[config.mk]
export PLATFORM = sky130hd
export DESIGN_NAME = cross_bar
export DESIGN_NICKNAME = d
export VERILOG_FILES = /design/src/rtl/cross_bar_pkg.sv /design/src/rtl/cross_bar.sv /design/src/rtl/cross_bar_rr_pick.sv /design/src/rtl/cross_bar_arbiter.sv
export SDC_FILE = /design/constraint.sdc
export NUM_CORES = 1
export LEC_CHECK = 0
export ABC_AREA = 1
export CAP_MARGIN = 10
export CELL_PAD_IN_SITES_DETAIL_PLACEMENT = 1
export CELL_PAD_IN_SITES_GLOBAL_PLACEMENT = 1
export CORE_MARGIN = 5
export CORE_UTILIZATION = 39
export DETAILED_ROUTE_END_ITERATION = 8
export PLACE_DENSITY_LB_ADDON = 0.1
export SLEW_MARGIN = 5
export SYNTH_ARGS = -nofsm -noshare
export SYNTH_HDL_FRONTEND = slang
export SYNTH_HIERARCHICAL = 1
export SYNTH_SLANG_ARGS = --single-unit
[constraint.sdc]
create_clock -name clk -period 2 [get_ports clk]
set_input_delay 0.4 -clock clk [delete_from_list [all_inputs] [get_ports clk]]
set_output_delay 0.4 -clock clk [all_outputs]
set_load 0.05 [all_outputs]
[src/rtl/cross_bar_pkg.sv]
`default_nettype none
// ============================================================================
// Module      : cross_bar_pkg
// Description : Shared crossbar sizing, bus types and the arbiter FSM state
//               encoding used by every per-slave arbiter.
// Revision    : 1.0 - initial release
// ============================================================================
package cross_bar_pkg;

    localparam int MASTER_N = 4;
    localparam int SLAVE_N  = 2;
    localparam int MASTER_W = $clog2(MASTER_N);
    localparam int SLAVE_W  = $clog2(SLAVE_N);
    localparam int ADDR_W   = 32;
    localparam int DATA_W   = 32;

    typedef logic [ADDR_W-1:0] addr_t;
    typedef logic [DATA_W-1:0] data_t;

    // Arbiter FSM encoding (held in a register, never decoded from outputs).
    typedef logic [1:0] state_t;
    localparam state_t ST_IDLE    = 2'd0;
    localparam state_t ST_GRANT   = 2'd1;
    localparam state_t ST_RELEASE = 2'd2;

endpackage : cross_bar_pkg
`default_nettype wire

[src/rtl/cross_bar.sv]
`default_nettype none
// ============================================================================
// Module      : cross_bar
// Description : Arbitration layer of the crossbar: one cross_bar_arbiter per
//               slave port, each fed with requests already address-decoded
//               for that slave.
// Ports       : clk, reset  - clock and synchronous active-high reset
//               master_req  - per-slave decoded request vectors
//               slave_ack   - per-slave acknowledge
//               grant, grant_idx, busy, timeout_err - per-slave arbiter outputs
// Revision    : 1.0 - initial release
// ============================================================================
module cross_bar #(
    parameter int MASTER_N = cross_bar_pkg::MASTER_N,
    parameter int SLAVE_N  = cross_bar_pkg::SLAVE_N,
    parameter int MASTER_W = $clog2(MASTER_N),
    parameter int TIMEOUT  = 256
) (
    input  logic                               clk,
    input  logic                               reset,
    input  logic [SLAVE_N-1:0][MASTER_N-1:0]   master_req,
    input  logic [SLAVE_N-1:0]                 slave_ack,
    output logic [SLAVE_N-1:0][MASTER_N-1:0]   grant,
    output logic [SLAVE_N-1:0][MASTER_W-1:0]   grant_idx,
    output logic [SLAVE_N-1:0]                 busy,
    output logic [SLAVE_N-1:0]                 timeout_err
);

    generate
        for (genvar s = 0; s < SLAVE_N; s++) begin : g_slave
            cross_bar_arbiter #(
                .MASTER_N (MASTER_N),
                .MASTER_W (MASTER_W),
                .TIMEOUT  (TIMEOUT)
            ) u_arb (
                .clk         (clk),
                .reset       (reset),
                .master_req  (master_req[s]),
                .slave_ack   (slave_ack[s]),
                .grant       (grant[s]),
                .grant_idx   (grant_idx[s]),
                .busy        (busy[s]),
                .timeout_err (timeout_err[s])
            );
        end
    endgenerate

endmodule : cross_bar
`default_nettype wire

[src/rtl/cross_bar_rr_pick.sv]
`default_nettype none
// ============================================================================
// Module      : cross_bar_rr_pick
// Description : Combinational round-robin picker. Searches req starting at
//               (ptr+1) mod MASTER_N, wrapping, and returns the first set bit.
// Ports       : req    - request vector
//               ptr    - index of the last master served
//               onehot - one-hot winner (zero when no request)
//               idx    - binary winner index (zero when no request)
//               any    - at least one request present
// Revision    : 1.0 - initial release
// ============================================================================
module cross_bar_rr_pick #(
    parameter int MASTER_N = cross_bar_pkg::MASTER_N,
    parameter int MASTER_W = $clog2(MASTER_N)
) (
    input  logic [MASTER_N-1:0] req,
    input  logic [MASTER_W-1:0] ptr,
    output logic [MASTER_N-1:0] onehot,
    output logic [MASTER_W-1:0] idx,
    output logic                any
);

    int                w_pos;
    logic [MASTER_W-1:0] w_sel;

    // Offsets 1..MASTER_N visit every master exactly once, the last master
    // served (offset MASTER_N) being considered last.
    always_comb begin
        onehot = '0;
        idx    = '0;
        any    = 1'b0;
        w_pos  = 0;
        w_sel  = '0;
        for (int k = 1; k <= MASTER_N; k++) begin
            w_pos = (int'(ptr) + k) % MASTER_N;
            w_sel = MASTER_W'(w_pos);
            if (!any && req[w_sel]) begin
                any           = 1'b1;
                idx           = w_sel;
                onehot[w_sel] = 1'b1;
            end
        end
    end

endmodule : cross_bar_rr_pick
`default_nettype wire

[src/rtl/cross_bar_arbiter.sv]
`default_nettype none
// ============================================================================
// Module      : cross_bar_arbiter
// Description : Round-robin arbiter for one crossbar slave port. Grants one
//               master at a time, holds the grant through ack until the
//               master drops its request, and revokes a stalled grant after
//               TIMEOUT cycles without ack.
// Ports       : clk         - clock, rising edge
//               reset       - synchronous active-high reset
//               master_req  - decoded per-master requests for this slave
//               slave_ack   - slave acknowledge (synchronous to clk)
//               grant       - one-hot grant, zero when idle
//               grant_idx   - binary grant index, valid while busy
//               busy        - grant held (GRANT or RELEASE)
//               timeout_err - one-cycle pulse when a grant times out
// Revision    : 1.0 - initial release
// ============================================================================
module cross_bar_arbiter #(
    parameter int MASTER_N = cross_bar_pkg::MASTER_N,
    parameter int MASTER_W = $clog2(MASTER_N),
    parameter int TIMEOUT  = 256
) (
    input  logic                clk,
    input  logic                reset,
    input  logic [MASTER_N-1:0] master_req,
    input  logic                slave_ack,
    output logic [MASTER_N-1:0] grant,
    output logic [MASTER_W-1:0] grant_idx,
    output logic                busy,
    output logic                timeout_err
);

    import cross_bar_pkg::*;

    localparam int WAIT_W = $clog2(TIMEOUT + 1);

    state_t              r_state,  w_state_nxt;
    logic [MASTER_N-1:0] r_grant,  w_grant_nxt;
    logic [MASTER_W-1:0] r_idx,    w_idx_nxt;
    logic [MASTER_W-1:0] r_ptr,    w_ptr_nxt;
    logic [WAIT_W-1:0]   r_wait,   w_wait_nxt;
    logic                r_terr,   w_terr_nxt;

    logic [MASTER_N-1:0] w_pick_onehot;
    logic [MASTER_W-1:0] w_pick_idx;
    logic                w_pick_any;

    cross_bar_rr_pick #(
        .MASTER_N (MASTER_N),
        .MASTER_W (MASTER_W)
    ) u_pick (
        .req    (master_req),
        .ptr    (r_ptr),
        .onehot (w_pick_onehot),
        .idx    (w_pick_idx),
        .any    (w_pick_any)
    );

    always_ff @(posedge clk) begin
        if (reset) begin
            r_state <= ST_IDLE;
            r_grant <= '0;
            r_idx   <= '0;
            r_ptr   <= MASTER_W'(MASTER_N - 1);  // master 0 searched first
            r_wait  <= '0;
            r_terr  <= 1'b0;
        end else begin
            r_state <= w_state_nxt;
            r_grant <= w_grant_nxt;
            r_idx   <= w_idx_nxt;
            r_ptr   <= w_ptr_nxt;
            r_wait  <= w_wait_nxt;
            r_terr  <= w_terr_nxt;
        end
    end

    // r_wait holds the number of GRANT cycles already completed, so the
    // terminal count is seen in the TIMEOUT-th GRANT cycle.
    always_comb begin
        w_state_nxt = r_state;
        w_grant_nxt = r_grant;
        w_idx_nxt   = r_idx;
        w_ptr_nxt   = r_ptr;
        w_wait_nxt  = r_wait;
        w_terr_nxt  = 1'b0;
        case (r_state)
            ST_IDLE: begin
                w_wait_nxt = '0;
                if (w_pick_any) begin
                    w_state_nxt = ST_GRANT;
                    w_grant_nxt = w_pick_onehot;
                    w_idx_nxt   = w_pick_idx;
                end
            end
            ST_GRANT: begin
                // ack outranks both an abort and the timeout.
                if (slave_ack) begin
                    w_state_nxt = ST_RELEASE;
                end else if (!master_req[r_idx]) begin
                    w_state_nxt = ST_IDLE;
                    w_grant_nxt = '0;
                    w_ptr_nxt   = r_idx;
                end else if (r_wait == WAIT_W'(TIMEOUT - 1)) begin
                    w_state_nxt = ST_IDLE;
                    w_grant_nxt = '0;
                    w_ptr_nxt   = r_idx;
                    w_terr_nxt  = 1'b1;
                end else if (r_wait != WAIT_W'(TIMEOUT)) begin
                    w_wait_nxt  = r_wait + 1'b1;
                end
            end
            ST_RELEASE: begin
                if (!master_req[r_idx]) begin
                    w_state_nxt = ST_IDLE;
                    w_grant_nxt = '0;
                    w_ptr_nxt   = r_idx;
                end
            end
            default: begin
                w_state_nxt = ST_IDLE;
                w_grant_nxt = '0;
            end
        endcase
    end

    assign grant       = r_grant;
    assign grant_idx   = r_idx;
    assign busy        = (r_state == ST_GRANT) || (r_state == ST_RELEASE);
    assign timeout_err = r_terr;

endmodule : cross_bar_arbiter
`default_nettype wire

==> reports/results.txt, run 1 <==
DR iter-0 viols -> 99
buffers added on ports -> 27
Max VDD drop -> 0.000974 V
post-DP HPWL -> 8.62 mm
Reg clk slew, reported paths -> 0.08 ns
fin crit period -> 1.90 ns
CTS tree -> yes
CTS root buffer -> clkbuf_8
crit path cell chain -> clkdlybuf4s50_1
Layout area overhead -> 28.0%
DIE HEIGHT -> 108 um
Seq cells post-synth -> 40
largest cells by area after synthesis -> dfxtp_1, nand2_1, nand3_1, ha_1, inv_1
status -> finished clean
grt total ovfl -> 0
met1 Track Usage GR -> 22.8%
Post-CTS Hold Fix Bufs -> 0
clk_lat worst skew -> 0.30 ns
fmax -> 527 MHz
WP data required -> 1.60 ns
Register Area -> 813 um2
period utilization -> 94.9%
hold_ws -> 0.498 ns
Mapped Nets -> 608
skew final -> 0.00201 ns
post-route cell area -> 4770 um2
Die Wd -> 108 um
Setup crit start kind -> flip-flop
critical path class -> flip-flop to primary output
Distinct cells, synth -> 30
YS warnings -> 6
Mapped Area -> 3720 um2
CP peak stage delay -> 0.82 ns
Worst EP arrival -> 1.50 ns
total power draw -> 7.27 mW
delay-heaviest family, CP -> buffers and inverters
die area -> 11600 um2
largest net degree at the start of global routing -> 14
Max Fanout on Critical Path -> 2
met2 global-route usage -> 36.3%
cell count after synthesis -> 566
Fillers -> 1231
Synth area leader -> dfxtp_1
routed vias/inst -> 5.08
via count of the routed design -> 3929
initial antenna violation count -> 0
post-synth top area share -> 21.5%
CP endpoint kind -> primary output
Leak -> 2.20 nW
IO Pins -> 28
# DRC -> 0
type of the most critical hold path -> flip-flop to flip-flop
Max-Cap Viols -> 0
Area after DPL -> 4490 um2
clock sink count -> 40
multi-input logic area -> 2740 um2
Worst Tran Pin Value -> 0.501 ns
first drt pass iteration count -> 4
setup violators final -> 0
pwr/cell area -> 1520 nW/um2
max-slew violations -> 0
TritonCTS Buffers -> 5
nets -> 686
GP Congestion -> 0.818
Mean Syn Cell Area -> 6.58 um2
Antenna Cells -> 0
vias in the first global route -> 4048
first-pass GRT wire length -> 18.4 mm
CP max stage cell -> clkdlybuf4s50_1
final hold vios -> 0
Tot GR Track Use -> 19.2%
core area -> 9280 um2
wire per inst -> 14.1 um
Clock Path Buffers -> 2
H-tree levels -> 2
Initial Util -> 40.1%
Buffers & Inverters on Critical Path -> 1
max_slew headroom -> 66.5%
Final ANT Viol Nets -> 0
met3 usage -> 2.10%
sequential-to-total area share from yosys stat -> 21.5%
total length of routed wires -> 10.9 mm
fraction of layout cells with a size suffix above 1 -> 23.7%
global route hottest layer -> met2
row cnt -> 35
-- power by group --
group          leakage, nW  internal (mW)  switching [mW]  total, mW
clock network       0.0455          0.282           0.309      0.592
logic                 1.83           2.02            3.50       5.51
registers            0.328          0.989           0.174       1.16
-- layer usage --
metal	vias up	part of all wire, %
met2	30	52
met5	-	0
li1	1999	-
met3	6	1.3
met1	1894	45
met4	0	0.92
-- layout make-up --
type	count	area share [%]
inverters	70	5.88
clock buffers	8	1.89
multi-input cells	446	57.4
flip-flops and latches	40	17.1
repair buffers	81	14.4
well taps	129	3.39
-- timing repair --
action                                  4_1_cts  5_1_grt
gates resized for setup                      11       28
buffers inserted                              1        2
endpoints found under the setup margin       20       29
pin swaps                                     7       13
-- cells by family (layout without fill, tap and decap cells) --
kind of cell | Yosys count | in the layout | share of synthesized area (%)
XOR/XNOR | 2 | 2 | 0.471
AO/OA/AOI/OAI | 56 | 56 | 8.27
AND/OR/NAND/NOR | 358 | 358 | 49.9
buffers and inverters | 80 | 159 | 9.81
flip-flops | 40 | 40 | 21.5
adder cells (fa/ha/maj) | 30 | 30 | 10.1
-- sequential cells by signal (all words and copies together) (netlist names) --
signal	flops
g_slave.u_arb/r_wait	18
g_slave.u_arb/grant_idx	4
g_slave.u_arb/r_ptr	4
g_slave.u_arb/timeout_err	2
g_slave.u_arb/r_state	4
g_slave.u_arb/grant	8
-- path summary, 6_finish.rpt --
check	slack (ns)	start	cells past startpoint	end
max	0.10	g_slave[0].u_arb/grant[2]$_SDFFE_PP0P_	1	grant[2]
min	0.50	g_slave[1].u_arb/r_state[1]$_SDFFE_PP0P_	2	g_slave[1].u_arb/r_state[1]$_SDFFE_PP0P_
min reg2reg	0.50	g_slave[1].u_arb/r_state[1]$_SDFFE_PP0P_	2	g_slave[1].u_arb/r_state[1]$_SDFFE_PP0P_
max reg2reg	0.11	g_slave[0].u_arb/r_ptr[0]$_SDFFE_PP1P_	13	g_slave[0].u_arb/r_state[0]$_SDFFE_PP0P_
-- cells in the mapped netlist, drive strengths merged --
| library cell | instances |
|---|---|
| nand2 | 174 |
| a21oi | 40 |
| nand3 | 90 |
| o21ai | 8 |
| or2 | 2 |
| dfxtp | 40 |
| nor4 | 2 |
| ha | 30 |
| clkbuf | 6 |
| nor2 | 60 |
| a21boi | 8 |
| nor3 | 2 |
| buf | 4 |
| nor3b | 4 |
| nand4 | 20 |
| xnor2 | 2 |
| inv | 70 |
| nand3b | 4 |
-- worst reg2reg max path: cells and delay by family, from the launching register on --
kind                     cells  cell delay [ns]
adder cells (fa/ha/maj)      1             0.29
flip-flops                   1             0.40
buffers and inverters        3             0.21
AO/OA/AOI/OAI                1             0.15
AND/OR/NAND/NOR              8             0.74
-- layout by cell type (no fill, tap or decap), drive strengths merged, types with 8 or more instances in the layout --
cell,instances
nand2,174
ha,30
o21ai,8
inv,70
a21oi,40
buf,60
dfxtp,40
nor2,60
nand3,90
nand4,20
a21boi,8
clkbuf,8
clkdlybuf4s50,21
-- per-stage QoR --
stage / setup WS, ns / std cells / setup TNS [ns] / util, %
finish: 0.101 / 774 / 0 / 51.3
floorplan: 0.0162 / 566 / 0 / -
global placement: -0.108 / 763 / -0.790 / 48.4
global route: -0.00126 / 774 / -0.00126 / 51.3
detailed placement: -0.195 / 763 / -2.02 / 48.4
CTS: 0.00275 / 772 / 0 / 49.8
Note: power is estimated with default switching activity, not from simulation.
==> run 2: changes to the inputs <==
--- a/config.mk
+++ b/config.mk
@@ -10,7 +10,7 @@
 export CELL_PAD_IN_SITES_DETAIL_PLACEMENT = 1
 export CELL_PAD_IN_SITES_GLOBAL_PLACEMENT = 1
 export CORE_MARGIN = 5
-export CORE_UTILIZATION = 39
+export CORE_UTILIZATION = 45
 export DETAILED_ROUTE_END_ITERATION = 8
 export PLACE_DENSITY_LB_ADDON = 0.1
 export SLEW_MARGIN = 5
==> constraint.sdc (replaced) <==
create_clock -name clk -period 2.4 [get_ports clk]
set_input_delay 0.48 -clock clk [delete_from_list [all_inputs] [get_ports clk]]
set_output_delay 0.48 -clock clk [all_outputs]
set_load 0.05 [all_outputs]
==> run 2 against run 1 <==
Net effect:
- critical path type is now flip-flop to flip-flop
- flip-flop and latch count stayed put
- via count shrank 4.2%
- critical endpoint is now g_slave[0].u_arb/grant[2]$_SDFFE_PP0P_
- register-to-register slack better by 0.11 ns
- combinational power decreased by 26%
==> reports/results.txt, run 2 (same netlist as run 1, synthesis figures left out) <==
sequential power share -> 17.3% (+1.3 points)
Layout area overhead -> 14.3%
period utilization -> 91.0%
first drt pass iteration count -> 4 (unchanged)
IO Pins -> 28 (unchanged)
Max VDD drop -> 0.000902 V (-7.3%)
skew final -> 0.00475 ns (+0.00274 ns)
CTS root buffer -> clkbuf_8
largest net degree at the start of global routing -> 16 (+2)
max-slew violations -> 0 (unchanged)
Setup crit start kind -> flip-flop
TritonCTS Buffers -> 5 (unchanged)
Reg clk slew, reported paths -> 0.08 ns (about the same)
vias in the first global route -> 3921 (-3.1%)
type of the most critical hold path -> flip-flop to flip-flop
pwr/cell area -> 1300 nW/um2 (-15%)
Initial Util -> 45.8% (+5.7 points)
setup violators final -> 0 (unchanged)
Final ANT Viol Nets -> 0 (unchanged)
grt total ovfl -> 0 (unchanged)
most common cell after layout, fill and taps aside -> nand2_1
critical path class -> flip-flop to flip-flop
# DRC -> 0 (unchanged)
initial antenna violation count -> 0 (unchanged)
Tot GR Track Use -> 22.0% (+2.8 points)
Worst EP arrival -> 2.37 ns (+0.87 ns)
DR iter-0 viols -> 101 (+2.0%)
clock share of power -> 9.0% (+0.9 points)
most flop-heavy register -> g_slave.u_arb/r_wait
clock sink count -> 40 (unchanged)
Clock Path Buffers -> 2 (unchanged)
total setup buffers inserted after CTS -> 0 (-1)
max_slew headroom -> 65.8% (-0.66 points)
CP endpoint kind -> flip-flop
first-pass GRT wire length -> 18.4 mm (+0.41%)
Net Sw Power -> 3.15 mW (-21%)
Max Fanout on Critical Path -> 4 (+2)
final cell utilization of the core -> 52.3% (+1.0 points)
switching portion of total power -> 56.9% (+2.2 points)
row cnt -> 33 (-5.7%)
Leak -> 2.01 nW (-8.7%)
routed vias/inst -> 5.30 (+4.4%)
fmax -> 458 MHz
nets -> 647 (-5.7%)
CTS tree -> yes
Internal -> 2.38 mW (-28%)
total length of routed wires -> 10.5 mm (-3.8%)
total power draw -> 5.53 mW (-24%)
fin crit period -> 2.18 ns
post-DP HPWL -> 8.28 mm (-3.9%)
GP Congestion -> 0.832 (+1.7%)
core area -> 8130 um2 (-12%)
Die Wd -> 101 um (-6.3%)
fraction of layout cells with a size suffix above 1 -> 14.2% (-9.5 points)
Comb pwr share -> 73.7% (-2.1 points)
Max-Cap Viols -> 0 (unchanged)
final hold vios -> 0 (unchanged)
wire per inst -> 14.8 um (+4.9%)
via count of the routed design -> 3764 (-4.2%)
most frequent cells in the layout -> nand2_1, nand3_1, inv_1, nor2_1, dfxtp_1
clk_lat worst skew -> 0.29 ns (about the same)
Largest register FFs -> 18 (unchanged)
Worst Tran Pin Value -> 0.511 ns (+0.00980 ns)
WP data required -> 2.58 ns (+0.98 ns)
DIE HEIGHT -> 101 um (-6.3%)
buffers added on ports -> 27 (unchanged)
H-tree levels -> 2 (unchanged)
status -> finished clean
hold_ws -> 0.520 ns (+0.0222 ns)
RSZ-0062 raised after global routing -> no
Setup TNS -> 0 ns (unchanged)
die area -> 10200 um2 (-12%)
Post-CTS Hold Fix Bufs -> 0 (unchanged)
Antenna Cells -> 0 (unchanged)
run 2: stage by stage:
stage	setup WS [ns]	cell area, um2	cells
after floorplan	0.243	3720	566
after global placement	0.153	4150	703
after detailed placement	0.0234	4150	703
after CTS	0.0332	4250	710
after global routing	0.0198	4260	710
final	0.216	4260	710
run 2: cell type report:
class	instances	area (um2)
clock buffer	7	96.3
fill	1112	3880
inverter	70	278
multi-input combinational	446	2560
sequential	40	801
tap	105	131
timing repair buffer	42	388
run 2: worst max-delay path, cell delays in order (launching register included):
cell,delay (ns)
dfxtp_1,0.36
ha_1,0.19
nand3_1,0.11
nor2_1,0.14
nand3_1,0.12
nor2_1,0.19
ha_2,0.28
nor2_8,0.06
nand3_2,0.13
nand2_2,0.09
nor2_2,0.19
nand2_1,0.09
nand2_1,0.09
nor2_1,0.04
run 2: power by group through the flow:
stage               Combinational, mW  Sequential (mW)  Clock [mW]
floorplan                        2.91             1.18           0
global placement                 3.91            0.970           0
detailed placement               4.06            0.973           0
CTS                              4.11            0.961       0.515
global route                     4.55            0.985       0.545
finish                           4.08            0.958       0.498
run 2: repair_timing:
action                                  in CTS  in global routing
endpoints found under the hold margin        0                  0
resized for setup                            0                  4
endpoints found under the setup margin       0                  6
run 2: path summary, 6_finish.rpt:
check,slack [ns],cells past startpoint,start,endpoint
setup reg to reg,0.22,13,g_slave[0].u_arb/r_wait[0]$_SDFFE_PP0P_,g_slave[0].u_arb/grant[2]$_SDFFE_PP0P_
hold reg to reg,0.52,2,g_slave[0].u_arb/r_wait[7]$_SDFFE_PP0P_,g_slave[0].u_arb/r_wait[7]$_SDFFE_PP0P_
setup / recovery,0.22,13,g_slave[0].u_arb/r_wait[0]$_SDFFE_PP0P_,g_slave[0].u_arb/grant[2]$_SDFFE_PP0P_
hold / removal,0.52,2,g_slave[0].u_arb/r_wait[7]$_SDFFE_PP0P_,g_slave[0].u_arb/r_wait[7]$_SDFFE_PP0P_
run 2: routing by layer:
layer / global-route usage (%) / part of all wire, % / wire length, um
met1: 27.4 / 45 / 4750
met5: 0 / 0 / 0
met4: 5.11 / 0.72 / 76
met2: 40.3 / 53 / 5550
met3: 2.42 / 1.5 / 161
==> run 3: changes to the inputs <==
--- a/config.mk
+++ b/config.mk
@@ -12,6 +12,7 @@
 export CORE_MARGIN = 5
 export CORE_UTILIZATION = 45
 export DETAILED_ROUTE_END_ITERATION = 8
+export GPL_TIMING_DRIVEN = 0
 export PLACE_DENSITY_LB_ADDON = 0.1
 export SLEW_MARGIN = 5
 export SYNTH_ARGS = -nofsm -noshare
==> run 3 against run 2 <==
Net effect:
- utilization rose by 0.83 points
- first-iteration DRC count fell by 5.0%
- critical path depth fell by 10
- final cell count rose by 0.28%
- highest routed layer unchanged
- non-clock buffer count rose by 2
- global-route usage fell by 1.4 points
- power rose by 2.1%
- combinational power rose by 2%
- wire length fell by 3.4%
- largest power group unchanged
- final area rose by 1.6%
- hold slack got worse by 0.013 ns
==> reports/results.txt, run 3 (same netlist as run 1, synthesis figures left out) <==
DR iter-0 viols -> 96 (-5.0%)
fin crit period -> 2.28 ns (+0.0944 ns)
Max VDD drop -> 0.000792 V (-12%)
period utilization -> 94.9% (+3.9 points)
skew final -> 0.00876 ns (+0.00401 ns)
initial antenna violation count -> 0 (unchanged)
most flop-heavy register -> g_slave.u_arb/r_wait
most common cell after layout, fill and taps aside -> nand2_1
first-pass GRT wire length -> 17.4 mm (-5.7%)
Setup crit start kind -> flip-flop
WP data required -> 1.92 ns (-0.66 ns)
Reg clk slew, reported paths -> 0.08 ns (about the same)
routed vias/inst -> 5.22 (-1.4%)
most frequent cells in the layout -> nand2_1, nand3_1, inv_1, nor2_1, a21oi_1
via count of the routed design -> 3720 (-1.2%)
buffers added on ports -> 27 (unchanged)
first drt pass iteration count -> 4 (unchanged)
Setup TNS -> 0 ns (unchanged)
Antenna Cells -> 0 (unchanged)
Finished Layout Cells -> 712 (+0.28%)
grt total ovfl -> 0 (unchanged)
total power draw -> 5.65 mW (+2.1%)
H-tree levels -> 2 (unchanged)
largest net degree at the start of global routing -> 14 (-2)
# DRC -> 0 (unchanged)
row cnt -> 33 (unchanged)
Post-Place Cells -> 698 (-0.71%)
fmax -> 439 MHz (-4.1%)
Max Fanout on Critical Path -> 3 (-1)
status -> finished clean
Tot GR Track Use -> 20.6% (-1.4 points)
clk_lat worst skew -> 0.29 ns (about the same)
Worst EP arrival -> 1.80 ns (-0.57 ns)
wire per inst -> 14.3 um (-3.7%)
core area -> 8130 um2 (unchanged)
nets -> 649 (+0.31%)
max_slew headroom -> 64.3% (-1.6 points)
Worst Tran Pin Value -> 0.534 ns (+0.0235 ns)
CP endpoint kind -> primary output
post-DP HPWL -> 7.98 mm (-3.7%)
TritonCTS Buffers -> 5 (unchanged)
Final ANT Viol Nets -> 0 (unchanged)
vias in the first global route -> 3793 (-3.3%)
setup violators final -> 0 (unchanged)
IO Pins -> 28 (unchanged)
Clock Path Buffers -> 2 (unchanged)
Die Wd -> 101 um (unchanged)
CTS root buffer -> clkbuf_8
final hold vios -> 0 (unchanged)
GP Congestion -> 0.798 (-4.1%)
die area -> 10200 um2 (unchanged)
max-slew violations -> 0 (unchanged)
Layout area overhead -> 16.1%
CTS tree -> yes
Max-Cap Viols -> 0 (unchanged)
Largest register FFs -> 18 (unchanged)
fraction of layout cells with a size suffix above 1 -> 15.5% (+1.3 points)
type of the most critical hold path -> flip-flop to flip-flop
clock sink count -> 40 (unchanged)
Initial Util -> 45.8% (unchanged)
Leak -> 1.97 nW (-1.8%)
total length of routed wires -> 10.2 mm (-3.4%)
critical path class -> flip-flop to primary output
pwr/cell area -> 1310 nW/um2 (+0.47%)
DIE HEIGHT -> 101 um (unchanged)
## run 3: cell count changes in the layout (fill, tap and decap cells not counted), moves of 2 or more
cell	previous run	this run
clkinvlp_4	0	2
buf_6	0	2
dfxtp_1	40	35
nor2_2	6	8
nor2_1	48	46
ha_1	28	26
dfxtp_4	0	4
inv_1	60	58
buf_8	0	2
ha_4	0	2
clkbuf_1	0	5
buf_4	15	7
## run 3: final timing paths
| check | cells after the start | slack, ns | from | to |
|---|---|---|---|---|
| worst min register to register | 2 | 0.51 | g_slave[0].u_arb/r_wait[8]$_SDFFE_PP0P_ | g_slave[0].u_arb/r_wait[8]$_SDFFE_PP0P_ |
| worst max-delay path | 3 | 0.12 | g_slave[0].u_arb/r_state[1]$_SDFFE_PP0P_ | busy[0] |
| worst max register to register | 15 | 0.16 | g_slave[1].u_arb/r_ptr[0]$_SDFFE_PP1P_ | g_slave[1].u_arb/grant[2]$_SDFFE_PP0P_ |
| worst min-delay path | 2 | 0.51 | g_slave[0].u_arb/r_wait[8]$_SDFFE_PP0P_ | g_slave[0].u_arb/r_wait[8]$_SDFFE_PP0P_ |
## run 3: cell type report
class / count / area [um2]
repair buffers: 34 / 325
inverters: 70 / 285
clock buffers: 6 / 72.6
well taps: 105 / 131
plain buffers: 10 / 95.1
flip-flops and latches: 40 / 817
multi-input cells: 446 / 2590
fillers: 1117 / 3810
clock inverters: 1 / 5.00
## run 3: stage by stage
stage	cell area, um2	setup slack, ns	util (%)	hold slack, ns
final	4320	0.122	53.2	0.508
after global routing	4320	-0.00206	53.2	0.542
after CTS	4250	0.0138	52.2	0.510
after detailed placement	4130	-0.285	50.7	0.498
after global placement	4130	-0.192	50.7	0.484
after floorplan	3720	0.243	-	0.466
## run 3: worst max-delay path: stages, from the launching register on
cell and delay (ns):
dfxtp_1 0.35, inv_1 0.09, ha_1 0.28, clkdlybuf4s50_1 0.79
## run 3: metal layers
layer  track usage (%)  up-vias  part of all wire, %
met4              3.99        0                 0.83
met2              38.5       19                   52
li1                  -     1919                    -
met1              25.5     1775                   46
met5                 0        -                    0
met3              1.94        7                  1.0
## run 3: power by group
part | total, mW | internal, mW | switching, mW
Combinational | 4.17 | 1.45 | 2.72
Sequential | 1.04 | 0.834 | 0.208
Clock | 0.432 | 0.198 | 0.234
Total | 5.65 | 2.49 | 3.16
## run 3: timing repair
item | 4_1_cts | 5_1_grt
endpoints found under the setup margin | 14 | 16
gates resized for setup | 8 | 13
pin swaps | 1 | 5
hold buffers | 0 | 0
setup buffers | 2 | 5
